File: config.mk
export PLATFORM = sky130hd
export DESIGN_NAME = sram_arbiter
export DESIGN_NICKNAME = d
export VERILOG_FILES = /design/src/rtl/sram_arbiter_pkg.sv /design/src/rtl/sram_port_ctrl.sv /design/src/rtl/sram_arbiter.sv
export SDC_FILE = /design/constraint.sdc
export NUM_CORES = 1
export LEC_CHECK = 0
export ABC_AREA = 1
export BUFFER_PORTS_ARGS = -buffer_cell sky130_fd_sc_hd__buf_2
export CORE_UTILIZATION = 45
export CTS_CLUSTER_SIZE = 16
export DETAILED_ROUTE_END_ITERATION = 6
export PLACE_DENSITY = 0.88
export SLEW_MARGIN = 20
export SYNTH_ARGS = -nofsm -noshare
export SYNTH_HDL_FRONTEND = slang
export SYNTH_HIERARCHICAL = 1
export SYNTH_SLANG_ARGS = --single-unit
File: constraint.sdc
create_clock -name clk -period 3.7 [get_ports clk]
set_clock_uncertainty 0.1 [all_clocks]
set_input_delay 0.74 -clock clk [delete_from_list [all_inputs] [get_ports clk]]
set_output_delay 0.74 -clock clk [all_outputs]
set_load 0.02 [all_outputs]
File: src/rtl/sram_arbiter_pkg.sv
// Shared constants for the SRAM arbiter: FSM and owner encodings, default access
// length, and a helper to size the access countdown counter.
package sram_arbiter_pkg;

   localparam logic [0:0] ST_IDLE = 1'b0;
   localparam logic [0:0] ST_BUSY = 1'b1;

   localparam logic [0:0] OWN_IF  = 1'b0;
   localparam logic [0:0] OWN_MEM = 1'b1;

   // Pipeline hazard/stall logic is expected to agree with this default.
   localparam int DEF_ACCESS_CYCLES = 2;

   // Bits needed to hold ACCESS_CYCLES-1; never narrower than one bit.
   function automatic int cnt_width(input int cycles);
      return (cycles <= 2) ? 1 : $clog2(cycles);
   endfunction

endpackage

File: src/rtl/sram_port_ctrl.sv
// Registered SRAM strobe generator. Driven from the arbiter's next-state values
// so the strobes change exactly on entry to and exit from BUSY, glitch-free.
module sram_port_ctrl
   import sram_arbiter_pkg::*;
#(
   parameter int CNT_W = 1
) (
   input  logic             clk,
   input  logic             rst,
   input  logic             busy_i,
   input  logic             we_i,
   input  logic [CNT_W-1:0] cnt_i,
   output logic             ce_n_o,
   output logic             oe_n_o,
   output logic             we_n_o,
   output logic             dout_en_o
);

   logic ce_n_q;
   logic oe_n_q;
   logic we_n_q;
   logic dout_en_q;

   // Strobe registers; we_n is released in the final BUSY cycle to give write data hold.
   always_ff @(posedge clk or posedge rst) begin
      if (rst) begin
         ce_n_q    <= 1'b1;
         oe_n_q    <= 1'b1;
         we_n_q    <= 1'b1;
         dout_en_q <= 1'b0;
      end else begin
         ce_n_q    <= ~busy_i;
         oe_n_q    <= ~(busy_i & ~we_i);
         we_n_q    <= ~(busy_i & we_i & (cnt_i != {CNT_W{1'b0}}));
         dout_en_q <= busy_i & we_i;
      end
   end

   assign ce_n_o    = ce_n_q;
   assign oe_n_o    = oe_n_q;
   assign we_n_o    = we_n_q;
   assign dout_en_o = dout_en_q;

endmodule

File: src/rtl/sram_arbiter.sv
// Shares one SRAM between the IF stage (read-only) and the MEM stage (read/write).
// MEM wins arbitration in IDLE; each access then runs ACCESS_CYCLES BUSY cycles.
module sram_arbiter
   import sram_arbiter_pkg::*;
#(
   parameter int                          ADDR_W        = 16,
   parameter int                          DATA_W        = 16,
   parameter int                          RAM_ADDR_W    = 18,
   parameter logic [RAM_ADDR_W-ADDR_W-1:0] RAM_BASE      = '0,
   parameter int                          ACCESS_CYCLES = DEF_ACCESS_CYCLES
) (
   input  logic                  clk,
   input  logic                  rst,
   input  logic                  if_req_i,
   input  logic [ADDR_W-1:0]     if_addr_i,
   input  logic                  if_abort_i,
   output logic [DATA_W-1:0]     if_rdata_o,
   output logic                  if_done_o,
   input  logic                  mem_req_i,
   input  logic                  mem_we_i,
   input  logic [ADDR_W-1:0]     mem_addr_i,
   input  logic [DATA_W-1:0]     mem_wdata_i,
   output logic [DATA_W-1:0]     mem_rdata_o,
   output logic                  mem_done_o,
   output logic                  stall_o,
   output logic [RAM_ADDR_W-1:0] ram_addr_o,
   output logic [DATA_W-1:0]     ram_dout_o,
   output logic                  ram_dout_en_o,
   input  logic [DATA_W-1:0]     ram_din_i,
   output logic                  ram_ce_n_o,
   output logic                  ram_oe_n_o,
   output logic                  ram_we_n_o
);

   localparam int               CNT_W    = cnt_width(ACCESS_CYCLES);
   localparam logic [CNT_W-1:0] CNT_LOAD = CNT_W'(ACCESS_CYCLES - 1);

   logic [0:0]            state_q, state_d;
   logic [0:0]            owner_q, owner_d;
   logic [CNT_W-1:0]      cnt_q, cnt_d;
   logic                  we_q, we_d;
   logic [RAM_ADDR_W-1:0] ram_addr_q, ram_addr_d;
   logic [DATA_W-1:0]     ram_dout_q, ram_dout_d;

   logic last_s;
   logic abort_s;
   logic if_done_s;
   logic mem_done_s;

   assign last_s  = (state_q == ST_BUSY) && (cnt_q == {CNT_W{1'b0}});
   assign abort_s = (state_q == ST_BUSY) && (owner_q == OWN_IF) && if_abort_i;

   // Arbitration and access sequencing; request ports are only sampled in IDLE.
   always_comb begin
      state_d    = state_q;
      owner_d    = owner_q;
      cnt_d      = cnt_q;
      we_d       = we_q;
      ram_addr_d = ram_addr_q;
      ram_dout_d = ram_dout_q;
      case (state_q)
         ST_IDLE: begin
            if (mem_req_i) begin
               state_d    = ST_BUSY;
               owner_d    = OWN_MEM;
               we_d       = mem_we_i;
               ram_addr_d = {RAM_BASE, mem_addr_i};
               ram_dout_d = mem_wdata_i;
               cnt_d      = CNT_LOAD;
            end else if (if_req_i && !if_abort_i) begin
               state_d    = ST_BUSY;
               owner_d    = OWN_IF;
               we_d       = 1'b0;
               ram_addr_d = {RAM_BASE, if_addr_i};
               cnt_d      = CNT_LOAD;
            end else begin
               state_d = ST_IDLE;
            end
         end
         ST_BUSY: begin
            // A flushed fetch leaves immediately; no regrant straight from BUSY.
            if (abort_s || (cnt_q == {CNT_W{1'b0}})) begin
               state_d = ST_IDLE;
               cnt_d   = {CNT_W{1'b0}};
            end else begin
               cnt_d = cnt_q - CNT_W'(1);
            end
         end
         default: begin
            state_d = ST_IDLE;
            cnt_d   = {CNT_W{1'b0}};
         end
      endcase
   end

   // FSM state and latched access parameters.
   always_ff @(posedge clk or posedge rst) begin
      if (rst) begin
         state_q    <= ST_IDLE;
         owner_q    <= OWN_IF;
         cnt_q      <= {CNT_W{1'b0}};
         we_q       <= 1'b0;
         ram_addr_q <= {RAM_ADDR_W{1'b0}};
         ram_dout_q <= {DATA_W{1'b0}};
      end else begin
         state_q    <= state_d;
         owner_q    <= owner_d;
         cnt_q      <= cnt_d;
         we_q       <= we_d;
         ram_addr_q <= ram_addr_d;
         ram_dout_q <= ram_dout_d;
      end
   end

   sram_port_ctrl #(
      .CNT_W (CNT_W)
   ) u_port_ctrl (
      .clk       (clk),
      .rst       (rst),
      .busy_i    (state_d == ST_BUSY),
      .we_i      (we_d),
      .cnt_i     (cnt_d),
      .ce_n_o    (ram_ce_n_o),
      .oe_n_o    (ram_oe_n_o),
      .we_n_o    (ram_we_n_o),
      .dout_en_o (ram_dout_en_o)
   );

   // An abort in the last IF cycle still suppresses if_done.
   assign if_done_s  = last_s && (owner_q == OWN_IF) && !if_abort_i;
   assign mem_done_s = last_s && (owner_q == OWN_MEM);

   assign if_done_o   = if_done_s;
   assign mem_done_o  = mem_done_s;
   assign if_rdata_o  = if_done_s  ? ram_din_i : {DATA_W{1'b0}};
   assign mem_rdata_o = mem_done_s ? ram_din_i : {DATA_W{1'b0}};
   assign stall_o     = (if_req_i && !if_done_s && !if_abort_i) || (mem_req_i && !mem_done_s);
   assign ram_addr_o  = ram_addr_q;
   assign ram_dout_o  = ram_dout_q;

endmodule

==> impl_metrics.py <==
metrics = {
    "outcome": {
        "status": "finished, violations left",
        "violations": "design-rule violations",
    },
    "min_path": {
        "min_path_type": "in -> async",
    },
    "setup_path": {
        "path_delay_family": "buffers and inverters",
        "arrival_ns": 1.60,
        "crit_fanout": 17,
        "path_common_cell": "buf_2",
        "cp_cell_sequence": "buf_2 -> inv_1 -> nand4_4 -> nor2_1 -> buf_2",
        "slowest_stage": "nand4_4",
        "crit_required_ns": 2.86,
        "crit_path_end_kind": "output pin",
        "crit_buf_inv": 3,
        "slowest_delay_ns": 0.26,
        "startpoint_type": "input pin",
        "worstSetupPathType": "in -> out",
    },
    "drt": {
        "drc": 26,
        "viasPerCell": 4.62,
        "first_iter_violations": 95,
        "vias": 2169,
        "dr.pass1.iters": 6,
        "wirelength_um": 5210,
        "final_antenna_net_count": 0,
        "wl_per_cell_um": 11.1,
    },
    "global_routing": {
        "antenna_found_initial": 0,
        "grt-ovfl-total": 0,
        "grt_pass1_vias": 1984,
        "grt_max_degree": 39,
        "grt_use_total_pct": 21.4,
        "grt_pass1_wl_um": 8560,
    },
    "sta": {
        "period_share_pct": 66.0,
        "final_hold_viol_count": 0,
        "max_freq_ghz": 0.409,
        "slew_viol_final": 0,
        "tightest_slew_ns": 0.584,
        "setup_viol_count_final": 0,
        "grt_setup_unrepaired": "no",
        "period_minus_slack_ns": 2.44,
        "slew-limit-headroom_pct": 61.1,
        "setup_tns_ns": 0,
    },
    "clock_tree": {
        "clockBufferDepth": 2,
        "cts_root_buf": "clkbuf_8",
        "post_cts_buffers": 0,
        "numCtsBuffers": 5,
        "clk_latency_ns": 0.28,
        "htree_num_levels": 2,
        "cts_tree": "yes",
        "hold_buffers": 0,
        "cts_sinks": 40,
        "clk_pin_slew_ns": 0.07,
        "cts_resized": 0,
    },
    "synthesis": {
        "seq_area_frac_synth_pct": 47.5,
        "ys_warn_count": 6,
        "syn-cell-area_sq_um": 2120,
        "syn_area_per_cell_sq_um": 7.48,
        "syn_inst": 283,
        "ys_ff_latch": 40,
        "ys_types": 20,
    },
    "die": {
        "core_sq_um": 4440,
        "rows": 24,
        "initial_core_util_pct": 47.6,
        "die_area_sq_um": 4980,
        "num_io_pins": 143,
        "die_w_um": 70.6,
        "die_h_um": 70.6,
    },
    "pwr": {
        "p_per_area_nw_per_um2": 762,
        "cellLeakagePower_nw": 1.88,
        "ir_drop_v": 0.000373,
    },
    "cells_and_area": {
        "fin_nets": 486,
        "syn_to_final_growth_pct": 34.0,
        "layout_common_cells": "buf_2, nand2_1, dfrtp_1",
        "drive_gt1_share_pct": 39.1,
        "antennaDiodeCount": 0,
        "layout_commonest_cell": "buf_2",
        "fin_area_sq_um": 2840,
    },
    "place": {
        "dp_hpwl_um": 4020,
        "place_area_sq_um": 2740,
        "portBuffers": 140,
        "gp_congestion": 0.756,
    },
    "flow_run": {
        "drv_cap": 0,
    },
}
## cell usage after synthesis
cell,number,area share [%]
nand2_1,133,24
dfrtp_1,37,44
nor2_1,32,5.7
inv_1,26,4.6
nand3_1,22,5.2
buf_4,7,2.5
nand2_2,5,1.5
buf_2,3,0.71
buf_6,3,1.6
dfstp_2,3,3.7
buf_12,2,1.9
inv_8,2,1.1
buf_8,1,0.71
conb_1,1,0.18
inv_2,1,0.18
nand2_4,1,0.53
nand3_2,1,0.47
nand3_4,1,0.83
nand4_4,1,1.0
o211ai_1,1,0.35
## final timing paths
| path | start | end | slack, ns | depth (start not counted) |
|---|---|---|---|---|
| worst max register to register | state_q | ram_addr_o[11] | 1.98 | 5 |
| max in group asynchronous | rst | ram_dout_o[15] | 2.39 | 3 |
| worst min register to register | ram_dout_o[7] | ram_dout_o[7] | 0.38 | 2 |
| min in group clk | ram_dout_o[7] | ram_dout_o[7] | 0.38 | 2 |
| worst max-delay path | if_abort_i | if_rdata_o[10] | 1.26 | 5 |
| worst min-delay path | rst | u_port_ctrl/dout_en_o | 0.23 | 2 |
## state kept, by name, summed over array words and instances, names as in the netlist
register               flops
u_port_ctrl/we_n_o         1
owner_q                    1
ram_addr_o                16
state_q                    1
u_port_ctrl/ce_n_o         1
u_port_ctrl/oe_n_o         1
we_q                       1
cnt_q                      1
ram_dout_o                16
u_port_ctrl/dout_en_o      1
## area by class of cell
cell class / instances / area (sq um)
clock buffer: 8 / 100
fill: 409 / 1610
inverter: 29 / 124
multi-input combinational: 199 / 836
sequential: 40 / 1000
tap: 52 / 65.1
timing repair buffer: 141 / 708
## logic make-up (layout without fill, tap and decap cells)
| logic type | Yosys count | count (layout) | synth area share [%] |
|---|---|---|---|
| buffers and inverters | 45 | 178 | 13.2 |
| and+or+nand+nor | 196 | 196 | 38.8 |
| AOI/OAI and AO/OA | 1 | 1 | 0.355 |
| other | 1 | 2 | 0.177 |
| DFF | 40 | 40 | 47.5 |
## worst reg2reg max path: stages, from the launching register on
cell	delay (ns)
dfrtp_1	0.57
inv_8	0.06
nand2_4	0.35
nand2_2	0.33
nand2_1	0.14
nand2_1	0.06
## report_power, final
group / leakage, nW / switching (mW) / internal, mW
logic: 1.34 / 0.740 / 0.338
registers: 0.488 / 0.118 / 0.657
clock network: 0.0515 / 0.139 / 0.170
## layer usage
metal	GRT usage (%)	vias up	wire [um]
li1	-	1101	-
met4	6.67	0	58
met2	42.7	84	2720
met1	23.2	980	2120
met3	3.13	4	321
met5	0	-	0
## through the flow
| step | power [mW] | cells | utilization (%) | hold WS (ns) | setup slack [ns] |
|---|---|---|---|---|---|
| 2_1_floorplan | 1.56 | 284 | - | 0.383 | 1.35 |
| 4_1_cts | 2.18 | 469 | 63.9 | 0.228 | 1.25 |
| 5_1_grt | 2.31 | 469 | 63.9 | 0.243 | 1.10 |
| 6_report | 2.16 | 469 | 63.9 | 0.231 | 1.26 |
| 3_3_place_gp | 1.83 | 461 | 61.6 | 0.359 | 1.32 |
| 3_5_place_dp | 1.87 | 461 | 61.6 | 0.359 | 1.26 |
Note: power is estimated with default switching activity, not from simulation.
